--- config.mk ---
export PLATFORM = sky130hd
export DESIGN_NAME = mult8_sequencer
export DESIGN_NICKNAME = d
export VERILOG_FILES = /design/src/rtl/mult_pkg.sv /design/src/rtl/mult8_step_decode.sv /design/src/rtl/mult8_sequencer.sv
export SDC_FILE = /design/constraint.sdc
export NUM_CORES = 1
export LEC_CHECK = 0
export ABC_AREA = 1
export CORE_MARGIN = 2
export CORE_UTILIZATION = 48
export DETAILED_ROUTE_END_ITERATION = 10
export PLACE_DENSITY = 0.79
export SLEW_MARGIN = 20
export SYNTH_ARGS = -nofsm -noshare
export SYNTH_HDL_FRONTEND = slang
export SYNTH_SLANG_ARGS = --single-unit
--- constraint.sdc ---
create_clock -name clk -period 2.05 [get_ports clk]
set_input_delay 0.3075 -clock clk [delete_from_list [all_inputs] [get_ports clk]]
set_output_delay 0.3075 -clock clk [all_outputs]
set_load 0.02 [all_outputs]
--- src/rtl/mult_pkg.sv ---
// Shared types and constants for the sequential 8x8 multiplier.
// Optional feature macro used by this slice: MULT_ZERO_SKIP_EN.
package mult_pkg;

    localparam int OP_W   = 8;
    localparam int PROD_W = 16;

    localparam logic [1:0] SHIFT_0 = 2'd0;
    localparam logic [1:0] SHIFT_4 = 2'd1;
    localparam logic [1:0] SHIFT_8 = 2'd2;

    typedef enum logic [2:0] {
        IDLE  = 3'd0,
        STEP0 = 3'd1,
        STEP1 = 3'd2,
        STEP2 = 3'd3,
        STEP3 = 3'd4,
        DONE  = 3'd5
    } state_t;

endpackage

--- src/rtl/mult8_step_decode.sv ---
// Combinational decode of the multiplier state into nibble selects,
// shifter select and busy.
module mult8_step_decode
    import mult_pkg::*;
(
    input  logic [2:0]      state,
    input  logic [OP_W-1:0] a_reg,
    input  logic [OP_W-1:0] b_reg,
    output logic [3:0]      mult_a,
    output logic [3:0]      mult_b,
    output logic [1:0]      shift_cntr,
    output logic            busy
);

    always_comb begin
        mult_a     = 4'd0;
        mult_b     = 4'd0;
        shift_cntr = SHIFT_0;
        busy       = 1'b1;
        case (state)
            STEP0: begin
                mult_a = a_reg[3:0];
                mult_b = b_reg[3:0];
            end
            STEP1: begin
                mult_a     = a_reg[7:4];
                mult_b     = b_reg[3:0];
                shift_cntr = SHIFT_4;
            end
            STEP2: begin
                mult_a     = a_reg[3:0];
                mult_b     = b_reg[7:4];
                shift_cntr = SHIFT_4;
            end
            STEP3: begin
                mult_a     = a_reg[7:4];
                mult_b     = b_reg[7:4];
                shift_cntr = SHIFT_8;
            end
            default: busy = 1'b0;
        endcase
    end

endmodule

--- src/rtl/mult8_sequencer.sv ---
// FSM and accumulator of the sequential 8x8 multiplier.
// MULT_ZERO_SKIP_EN: a zero operand finishes immediately with product 0.
module mult8_sequencer
    import mult_pkg::*;
(
    input  logic              clk,
    input  logic              rst_n,
    input  logic              start,
    input  logic [OP_W-1:0]   dataa,
    input  logic [OP_W-1:0]   datab,
    output logic [3:0]        mult_a,
    output logic [3:0]        mult_b,
    output logic [1:0]        shift_cntr,
    input  logic [PROD_W-1:0] shift_in,
    output logic              busy,
    output logic              done_flag,
    output logic [PROD_W-1:0] product_out
);

    state_t              state;
    state_t              state_nx;
    logic [OP_W-1:0]     a_reg;
    logic [OP_W-1:0]     b_reg;
    logic [PROD_W-1:0]   acc;
    logic                accept;
    logic                zero_op;

    assign accept = start && (state == IDLE || state == DONE);

`ifdef MULT_ZERO_SKIP_EN
    assign zero_op = (dataa == '0) || (datab == '0);
`else
    assign zero_op = 1'b0;
`endif

    always_ff @(posedge clk) begin
        if (!rst_n) begin
            state <= IDLE;
            a_reg <= '0;
            b_reg <= '0;
            acc   <= '0;
        end else begin
            state <= state_nx;
            if (accept) begin
                a_reg <= dataa;
                b_reg <= datab;
                acc   <= '0;
            end else if (busy) begin
                acc <= acc + shift_in;
            end
        end
    end

    always_comb begin
        state_nx = state;
        case (state)
            IDLE, DONE: if (start) state_nx = zero_op ? DONE : STEP0;
            STEP0:      state_nx = STEP1;
            STEP1:      state_nx = STEP2;
            STEP2:      state_nx = STEP3;
            STEP3:      state_nx = DONE;
            default:    state_nx = IDLE;
        endcase
    end

    always_comb begin
        done_flag   = (state == DONE);
        product_out = acc;
    end

    mult8_step_decode u_decode (
        .state      (state),
        .a_reg      (a_reg),
        .b_reg      (b_reg),
        .mult_a     (mult_a),
        .mult_b     (mult_b),
        .shift_cntr (shift_cntr),
        .busy       (busy)
    );

endmodule

# Word level (Yosys, flattened, before mapping)
# Index checks and enable logic that the tools add are counted.
[classes]
mux = 6
n_addsub = 1
bitwise = 1
n_eq_ne = 6
reduce_logical = 11
[ops]
columns = ["cell", "n"]
rows = [
  ["adder 16 bit", 1],
  ["case mux 4 bit (2 select lines)", 2],
  ["case mux 3 bit (5 select lines)", 1],
  ["OR reduction 2 bit", 7],
  ["equality test 3 x 2 -> 1 bit, second input constant", 2],
  ["equality test 3 bit, second input constant", 2],
  ["case mux 2 bit (2 select lines)", 1],
  ["OR reduction 4 bit", 1],
  ["equality test 3 x 1 -> 1 bit, second input constant", 1],
  ["logical NOT 3 bit", 1],
  ["2-to-1 mux 3 bit", 1],
  ["inequality test 2 bit, second input constant", 1],
  ["logical AND 1 bit", 1],
  ["logical OR 1 bit", 1],
  ["2-to-1 mux 1 bit", 1],
  ["NOT 1 bit", 1],
]
[totals]
inputBits = 35
out_inout_bits = 28
register_bits = 35
word_cells = 29

# Depth between registers and ports, before layout
# Gate-level depths: netlist of the first run.
[logic_depth]
ltp_word = 4
mapped_depth = 12
ltp_nobuf = 12

# Hierarchy
# A second synthesis of the first run with hierarchy kept.
[unflattened]
hier_cells = 388
area_unflattened_um2 = 2411.1
[modules_own_cells]
columns = ["module", "seq_area_each_um2", "instances", "area_each_um2", "cells_per_inst"]
rows = [
  ["mult8_sequencer", 700.7, 1, 2230.9, 349],
  ["mult8_step_decode", 0.0, 1, 180.2, 39],
]

# Least setup slack after synthesis of the first run
# Ideal clock, no wire load.
[synth_timing]
kind = "register to register"
from = "register acc[0] (netlist: product_out[0])"
to = "register acc[8] (netlist: product_out[8])"
setup_ns = 0.109
period_less_slack_ns = 1.737
path_buffers = 0
stages_incl_launch_ff = 12
t_arrival_ns = 1.629
t_required_ns = 1.941
setup_slack_ns = 0.313
cell_sequence = "dfxtp_1 -> ha_1 -> fa_1 -> nand2_1 -> nand2_1 -> and2_1 -> nand2_1 -> nand2_1 -> xnor2_1 -> nand2_1 -> nand2_1 -> inv_1"
[synth_via]
elab_chain_cells = 1
[synth_lines]
columns = ["element", "line_no", "rtl"]
rows = [
  ["from (decl)", "mult8_sequencer.sv:24", "logic [PROD_W-1:0] acc;"],
  ["from (signal assigned)", "mult8_sequencer.sv:49", "acc <= acc + shift_in;"],
  ["adder 16 bit", "mult8_sequencer.sv:49", ""],
]
# Every way passes these cells.
# A chain may end at the register's enable or synchronous reset.

# Worst setup path in the final report of the first run
[layout_timing]
from = "register state[0]"
to = "output shift_cntr[1]"
[layout_via]
elab_chain_cells = 3
word_cells_on_any_way = 5
classes_between = "eq/ne (3); mux (1); reduce/logical (1)"
[layout_lines]
columns = ["element", "line_no", "rtl"]
rows = [
  ["from (decl)", "mult8_sequencer.sv:20", "state_t state;"],
  ["from (signal assigned)", "mult8_sequencer.sv:43", "state <= state_nx;"],
  ["equality test 3 x 2 -> 1 bit", "mult8_step_decode.sv:20", "case (state)"],
  ["OR reduction 2 bit (no source line)", "n/a", ""],
  ["case mux 2 bit (2 select lines) *", "mult8_step_decode.sv:20", ""],
  ["to (decl)", "mult8_sequencer.sv:13", "output logic [1:0] shift_cntr,"],
]
# Every way passes the cells marked *; elsewhere a longest branch is shown, timed or not.

==> results of run 1 <==
-- how the worst max path moves through the flow --
stage                      endpoint           start
finish                shift_cntr[1]        state[0]
global route        product_out[14]     shift_in[0]
CTS                       mult_b[3]        state[0]
detailed placement   product_out[8]     shift_in[0]
global placement     product_out[8]     shift_in[0]
floorplan            product_out[8]  product_out[0]
-- synth_stat cells --
library cell / count / share of area
sky130_fd_sc_hd__nor3_1: 3 / 0.0065
sky130_fd_sc_hd__a22o_1: 4 / 0.015
sky130_fd_sc_hd__ha_1: 15 / 0.082
sky130_fd_sc_hd__dfxtp_1: 35 / 0.31
sky130_fd_sc_hd__nand2_2: 1 / 0.0027
sky130_fd_sc_hd__o21ai_0: 6 / 0.013
sky130_fd_sc_hd__buf_1: 1 / 0.0016
sky130_fd_sc_hd__xor2_1: 1 / 0.0038
sky130_fd_sc_hd__inv_2: 5 / 0.0082
sky130_fd_sc_hd__nand4_1: 1 / 0.0027
sky130_fd_sc_hd__nor2_2: 1 / 0.0027
sky130_fd_sc_hd__nand2_1: 99 / 0.16
sky130_fd_sc_hd__and2_1: 1 / 0.0027
sky130_fd_sc_hd__nor2_4: 2 / 0.0098
sky130_fd_sc_hd__nor2_1: 54 / 0.088
sky130_fd_sc_hd__nand3b_1: 2 / 0.0065
sky130_fd_sc_hd__fa_1: 1 / 0.0087
sky130_fd_sc_hd__inv_1: 58 / 0.095
sky130_fd_sc_hd__xnor2_1: 4 / 0.015
sky130_fd_sc_hd__o211ai_1: 3 / 0.0098
sky130_fd_sc_hd__a21oi_1: 18 / 0.039
sky130_fd_sc_hd__or2_1: 1 / 0.0027
sky130_fd_sc_hd__buf_2: 2 / 0.0044
sky130_fd_sc_hd__a21boi_1: 1 / 0.0033
sky130_fd_sc_hd__buf_4: 3 / 0.0098
sky130_fd_sc_hd__or2_2: 1 / 0.0027
sky130_fd_sc_hd__clkbuf_1: 1 / 0.0016
sky130_fd_sc_hd__nand3_1: 23 / 0.050
sky130_fd_sc_hd__o21ai_1: 20 / 0.044
-- cell families (layout without fill, tap and decap cells) --
logic type | Yosys count | after routing | synth area share
and+or+nand+nor | 189 | 189 | 0.3399
buffers and inverters | 70 | 140 | 0.1206
AOI/OAI and AO/OA | 52 | 52 | 0.1244
DFF | 35 | 35 | 0.3055
adders and majority gates | 16 | 16 | 0.09056
xor gates and xnor gates | 5 | 5 | 0.01909
-- layout make-up --
class                      count  area, um2
multi-input combinational    262       1326
fill                         436       1565
timing repair buffer          69      646.9
inverter                      63      236.5
clock inverter                 2      35.03
tap                           54      67.56
clock buffer                   6      82.58
sequential                    35      700.7
-- worst max-delay path, delay by kind of cell, from the launching register on --
| kind | cells | cell delay, ns |
|---|---|---|
| buffers and inverters | 3 | 0.85 |
| DFF | 1 | 0.35 |
| and+or+nand+nor | 1 | 0.11 |
-- report_power, final --
| part | switching, mW | leakage (nW) | internal (mW) | total (mW) |
|---|---|---|---|---|
| Sequential | 0.0642 | 0.288 | 0.774 | 0.838 |
| Clock | 0.269 | 0.0612 | 0.394 | 0.663 |
| Combinational | 0.597 | 1.27 | 0.435 | 1.03 |
-- what timing repair did --
item	4_1_cts	5_1_grt
pin swaps	0	0
setup endpoints to repair	9	5
hold endpoints to repair	0	0
gates resized for setup	10	14
-- cells in the final DEF, fill, tap and decap left out --
| cell type | instances |
|---|---|
| sky130_fd_sc_hd__o211ai_1 | 3 |
| sky130_fd_sc_hd__clkdlybuf4s50_1 | 53 |
| sky130_fd_sc_hd__nand4_1 | 1 |
| sky130_fd_sc_hd__nor2_1 | 54 |
| sky130_fd_sc_hd__a21oi_1 | 17 |
| sky130_fd_sc_hd__xnor2_1 | 4 |
| sky130_fd_sc_hd__dlygate4sd2_1 | 5 |
| sky130_fd_sc_hd__clkbuf_2 | 4 |
| sky130_fd_sc_hd__or2_1 | 1 |
| sky130_fd_sc_hd__buf_4 | 7 |
| sky130_fd_sc_hd__nand3_1 | 23 |
| sky130_fd_sc_hd__a21oi_2 | 1 |
| sky130_fd_sc_hd__xor2_1 | 1 |
| sky130_fd_sc_hd__o21ai_1 | 20 |
| sky130_fd_sc_hd__and2_1 | 1 |
| sky130_fd_sc_hd__clkinv_2 | 1 |
| sky130_fd_sc_hd__nand2_2 | 1 |
| sky130_fd_sc_hd__o21ai_0 | 6 |
| sky130_fd_sc_hd__ha_1 | 15 |
| sky130_fd_sc_hd__clkbuf_8 | 6 |
| sky130_fd_sc_hd__nor2_4 | 2 |
| sky130_fd_sc_hd__or2_2 | 1 |
| sky130_fd_sc_hd__nand3b_1 | 2 |
| sky130_fd_sc_hd__fa_2 | 1 |
| sky130_fd_sc_hd__bufinv_16 | 1 |
| sky130_fd_sc_hd__inv_2 | 5 |
| sky130_fd_sc_hd__a21boi_2 | 1 |
| sky130_fd_sc_hd__a22o_1 | 4 |
| sky130_fd_sc_hd__nor3_1 | 3 |
| sky130_fd_sc_hd__nor2_2 | 1 |
| sky130_fd_sc_hd__dfxtp_1 | 35 |
| sky130_fd_sc_hd__nand2_1 | 99 |
| sky130_fd_sc_hd__inv_1 | 58 |
-- metal layers --
metal  track usage  routed length [um]
met4       0.06790                  70
met5             0                   0
met2        0.3974                2642
met1        0.2623                2436
met3       0.04696                 303
-- metrics by stage --
step | utilization | cell area, um2 | hold slack, ns
after floorplan | - | 2293 | 0.4246
after global placement | 0.6424 | 2994 | 0.4348
after detailed placement | 0.6424 | 2994 | 0.4399
after CTS | 0.6660 | 3104 | 0.4509
after global routing | 0.6642 | 3095 | 0.4753
final | 0.6642 | 3095 | 0.4490
==> out/metrics.yaml, run 1 <==
ys.warnings.count: 0
number_of_global_route_vias_before_repair: 2258
setup_viol_count_final: 0
detailed_route_wire_length_per_cell_um: 11.11
worstPathCellList: "inv_2 -> nand3_1 -> inv_1 -> clkdlybuf4s50_1"
num_rows: 25
pre_cts_slack_ns: -0.1224
dp_hpwl_um: 4196
h-tree-depth: 2
globalplace.congestion: 0.8557
postSynthCellCount: 367
detail-route-antenna-nets: 0
leakage_dissipation_nw: 1.621
cts_max_path_buffers: 2
slowest_cell_on_the_critical_path: "sky130_fd_sc_hd__clkdlybuf4s50_1"
chipHeight_um: 73.13
share_of_post_route_cells_with_drive_strength_above_1: 0.07323
hold_path_startpoint: "b_reg[1]"
die_area_um2: 5347
clk_pin_slew_ns: 0.07
ir_worst_vdd_mv: 0.5088
worst-endpoint-arrival_ns: 1.59
fin_ws_ns: 0.1539
io_buf_count: 62
cp_max_fo: 4
synth.ff_latch_count: 35
power.density_cell_area_nw_per_um2: 818.4
synth.lib_cells_used.distinct: 29
hold_path_depth: 2
r2r_end: "product_out[8]"
grt_antenna_before_repair: 0
die_x_um: 73.13
cts_sinks: 35
drt-initial-drc-count: 90
final-instance-count-excl-fill: 491
grt_overflow_total: 0
worst_pin_slew_ns: 0.3100
fmax_mhz: 527.4
synthesized_area_um2: 2293
coreArea_um2: 4661
dr.pass1.iters: 4
yosysSeqAreaShare: 0.3055
hold_violations: 0
post_dr_vias_cell: 4.906
endpoint_kind: "primary output"
design_power_mw: 2.533
finalNetCount: 487
grt_resource_usage_total: 0.2217
worst_min_delay_path_category: "reg -> reg"
clock_latency_ns: 0.29
layout_min_cycle_time_ns: 1.896
ctsHoldBuffers: 0
worst-setup-path-type: "reg -> out"
boundaryPins: 63
drt_drc_violations_left: 0
antenna_cells_inserted: 0
worst_hold_path.endpoint: "b_reg[1]"
final_min_period_over_clock_period: 0.9249
max_capacitance_violation_total: 0
slew_violations: 0
synthesis.area_per_instance_um2: 6.249
timing.critical_path.from_type: "flip-flop"
worst_path_largest_cell_delay_ns: 0.62
synth.net_count: 418
initial_core_utilization: 0.4921
grt_setup_unrepaired: "no"
timing.critical_path.required_ns: 1.74
tritoncts.num_buffers: 5
route.final.wire_length_um: 5453
tritoncts_clock_tree: "done"
numPlacedInstances: 483
ff2ff_setup_slack_ns: 0.33
largest_reg_flops: 16
startpoint_of_the_lowest_slack_register_to_register_path: "product_out[0]"
worst_case_headroom_to_the_max_slew_limit: 0.7933
worst_r2r_path_depth: 11
final.setup.tns_ns: 0
clock-skew-final_ns: 0.01138
route.vias.total: 2409
grt_pass1_wl_um: 9342
cts_root_buf: "sky130_fd_sc_hd__clkbuf_8"
synthesis_to_layout_area_growth_pct: 34.97
postCtsSetupRepairBufs: 0
outcome: "finished, final reports clean"
pin_count_of_the_biggest_net_entering_global_routing: 31
Note: power is estimated with default switching activity, not from simulation.
==> run 2: changes to the inputs <==
Settings changed: ABC_AREA 1 to default.
Clock period 2.05 ns to 1.8 ns, I/O delays scaled along.
==> run 2 against run 1 <==
Compared with the run above: the run now ends with negative setup slack left; critical path depth grew 4; clock power fell by 10%; worst setup slack got worse by 0.59 ns; wire length is 25% higher; synthesized cell count fell by 29%; design area up 15%; non-clock buffer count up 58; clock-buffer cell count rose by 1; global-route usage is 4.7 points higher; sequential share of layout area decreased by 2.4 points; hold slack improved by 0.046 ns; cell count down 12%; critical endpoint is now product_out[15]; largest power group unchanged.
==> out/metrics.yaml, run 2 <==
outcome: "complete, but fails checks"
failed_checks: "negative setup slack"
ys.warnings.count: 0  # unchanged
ys_async_sr_fraction: 0  # unchanged
grt_pass1_wl_um: 11100  # +19%
worst_path_largest_cell_delay_ns: 0.50  # -0.12 ns
synth.ff_latch_count: 35  # unchanged
detailed_route_wire_length_per_cell_um: 15.76  # +42%
number_of_flops_mapped_to_enable_cells_by_yosys: 0  # unchanged
io_buf_count: 62  # unchanged
h-tree-depth: 2  # unchanged
postPlaceCellArea_um2: 3390  # +13%
yosysSeqAreaShare: 0.3106  # +0.005083
path_buf_inv: 1  # -2
numPlacedInstances: 420  # -13%
clock_latency_ns: 0.28  # about the same
grt_setup_unrepaired: "yes"
route.vias.total: 2404  # -0.21%
synth_top_area_frac: 0.3106  # +0.005083
grt_resource_usage_total: 0.2688  # +0.04704
layout_min_cycle_time_ns: 2.234
mostFrequentLayoutCell: "sky130_fd_sc_hd__buf_4"
coreArea_um2: 4444  # -4.6%
drt-initial-drc-count: 115  # +28%
final_min_period_over_clock_period: 1.241
ff2ff_setup_slack_ns: -0.43  # -0.76 ns
tritoncts.num_buffers: 5  # unchanged
dr.pass1.iters: 7  # +3
synthesized_area_um2: 2256  # -1.6%
timing.critical_path.from_type: "primary input"
chipHeight_um: 72.56  # -0.78%
dp_hpwl_um: 4899  # +17%
hold_path_startpoint: "product_out[7]"
grt_overflow_total: 0  # unchanged
worst_case_headroom_to_the_max_slew_limit: 0.6520  # -0.1413
ctsHoldBuffers: 0  # unchanged
synthesis.area_per_instance_um2: 8.677  # +39%
largest_reg_flops: 16  # unchanged
worst_pin_slew_ns: 0.5166  # +0.2065 ns
power.density_cell_area_nw_per_um2: 870.5  # +6.4%
slowest_cell_on_the_critical_path: "sky130_fd_sc_hd__clkdlybuf4s50_1"
cts_root_buf: "sky130_fd_sc_hd__clkbuf_8"
detail-route-antenna-nets: 0  # unchanged
worst-setup-path-type: "in -> reg"
globalplace.congestion: 0.8590  # +0.39%
num_rows: 24  # -4.0%
initial_core_utilization: 0.5076  # +0.01552
final-instance-count-excl-fill: 431  # -12%
synth.largest_area_cell: "sky130_fd_sc_hd__dfxtp_1"
route.final.wire_length_um: 6792  # +25%
post_dr_vias_cell: 5.578  # +14%
worst-endpoint-arrival_ns: 2.39  # +0.80 ns
finalNetCount: 429  # -12%
fmax_mhz: 447.6
r2r_end: "product_out[12]"
timing.critical_path.required_ns: 1.95  # +0.21 ns
fin_ws_ns: -0.4340  # -0.5879 ns
cts_max_path_buffers: 2  # unchanged
die_x_um: 72.56  # -0.78%
drt_drc_violations_left: 0  # unchanged
clock-skew-final_ns: 0.004870  # -0.006507 ns
endpoint_kind: "flip-flop"
worst_hold_path.endpoint: "product_out[7]"
grt_antenna_before_repair: 0  # unchanged
setup_viol_count_final: 10  # +10
hold_violations: 0  # unchanged
antenna_cells_inserted: 0  # unchanged
fill_cells: 309  # -29%
post-synth-top-count-cell: "sky130_fd_sc_hd__dfxtp_1"
mostFrequentLayoutCells: "64 x sky130_fd_sc_hd__buf_4, 47 x sky130_fd_sc_hd__clkdlybuf4s50_1, 27 x sky130_fd_sc_hd__nand2_1, 25 x sky130_fd_sc_hd__dfxtp_1, 20 x sky130_fd_sc_hd__nor2b_1"
postSynthCellCount: 260  # -29%
cpLargestDelayFamily: "compound AO/OA/AOI/OAI gates"
synthesis_to_layout_area_growth_pct: 58.18
max_capacitance_violation_total: 0  # unchanged
boundaryPins: 63  # unchanged
post_synth_main_area_contributors: "sky130_fd_sc_hd__dfxtp_1 31%, sky130_fd_sc_hd__mux2i_1 8.4%, sky130_fd_sc_hd__ha_1 8.3%"
final.setup.tns_ns: -2.702  # -2.702 ns
pin_count_of_the_biggest_net_entering_global_routing: 21  # -32%
tritoncts_clock_tree: "done"
cp_max_fo: 4  # unchanged
synth.lib_cells_used.distinct: 50  # +72%
ir_worst_vdd_mv: 0.4836  # -4.9%
clk_pin_slew_ns: 0.07  # about the same
final_design_area_no_fill_um2: 3568  # +15%
hold_path_depth: 2  # unchanged
synthTopCellsByCount: "35 x sky130_fd_sc_hd__dfxtp_1, 27 x sky130_fd_sc_hd__nand2_1, 21 x sky130_fd_sc_hd__nor2b_1"
worstPathCellList: "clkdlybuf4s50_1 -> ha_2 -> o211ai_1 -> o21bai_4 -> o221a_1 -> o31a_1 -> o311ai_1 -> o41ai_1"
worst_min_delay_path_category: "reg -> reg"
leakage_dissipation_nw: 1.554  # -4.1%
worst_r2r_path_depth: 8  # -3
number_of_global_route_vias_before_repair: 2426  # +7.4%
share_of_post_route_cells_with_drive_strength_above_1: 0.3087  # +0.2355
core_utilization_of_the_finished_layout: 0.8029  # +0.1388
startpoint: "shift_in[2]"
die_area_um2: 5264  # -1.6%
synth.net_count: 311  # -26%
cts_sinks: 35  # unchanged
startpoint_of_the_lowest_slack_register_to_register_path: "product_out[0]"
dominantRegCellSynth: "sky130_fd_sc_hd__dfxtp_1"
slew_violations: 0  # unchanged
## run 2: cell types whose count changed after synthesis, moves of 19 or more
cell                      delta
sky130_fd_sc_hd__nor2_1     -44
sky130_fd_sc_hd__mux2i_1    +19
sky130_fd_sc_hd__nand2_1    -72
sky130_fd_sc_hd__o21ai_1    -20
sky130_fd_sc_hd__nor2b_1    +21
sky130_fd_sc_hd__inv_1      -56
## run 2: logic make-up after synthesis
kind of cell / Yosys count / synth area share
buffers and inverters: 18 / 0.03661
multiplexers: 19 / 0.08430
XOR/XNOR: 14 / 0.05768
AND/OR/NAND/NOR: 91 / 0.2069
AO/OA/AOI/OAI: 67 / 0.2119
adder cells (fa/ha/maj): 16 / 0.09207
flip-flops: 35 / 0.3106
## run 2: metal layers
layer	wire length, um	vias up	GRT usage
met5	0	-	0
met4	163	0	0.1111
met3	385	16	0.04722
met2	3462	95	0.4657
met1	2781	1125	0.3270
li1	-	1168	-
## run 2: timing repair
item / 4_1_cts / 5_1_grt
gates resized for setup: 52 / 18
buffers inserted: 2 / 2
pin swaps: 11 / 8
setup endpoints to repair: 22 / 19
cloned: 0 / 0
## run 2: metrics by stage
step                total power, mW  hold slack [ns]  setup WS (ns)
floorplan                     1.750           0.4391        -0.4015
global placement              2.380           0.4633        -0.8357
detailed placement            2.421           0.4803        -0.8943
CTS                           3.056           0.4963        -0.4081
global route                  3.282           0.5362        -0.5353
finish                        3.106           0.4951        -0.4340
## run 2: power by group
group | switching (mW) | total (mW) | internal (mW)
clock network | 0.287 | 0.595 | 0.309
logic | 0.750 | 1.55 | 0.796
registers | 0.0846 | 0.965 | 0.881
## run 2: worst max-delay path by stage
stage	end	slack, ns	cells past startpoint
3_3_place_gp	product_out[12]	-0.84	9
6_report	product_out[15]	-0.43	8
2_1_floorplan	product_out[12]	-0.40	8
3_5_place_dp	product_out[12]	-0.89	9
4_1_cts	product_out[12]	-0.41	8
5_1_grt	product_out[15]	-0.54	8
## run 2: final cells by class
class,instances,area [um2],area share
Multi-Input combinational cell,207,1608,0.4506
Clock buffer,7,86.33,0.02419
Timing Repair Buffer,127,1074,0.3008
Tap cell,52,65.06,0.01823
Inverter,2,7.507,0.002104
Sequential cell,35,723.2,0.2027
Clock inverter,1,5.005,0.001403
## run 2: worst register-to-register path, delay by kind of cell, from the launching register on
family,cells,cell delay [ns]
AO/OA/AOI/OAI,3,0.87
adder cells (fa/ha/maj),2,0.50
flip-flops,1,0.35
multiplexers,1,0.22
AND/OR/NAND/NOR,2,0.19
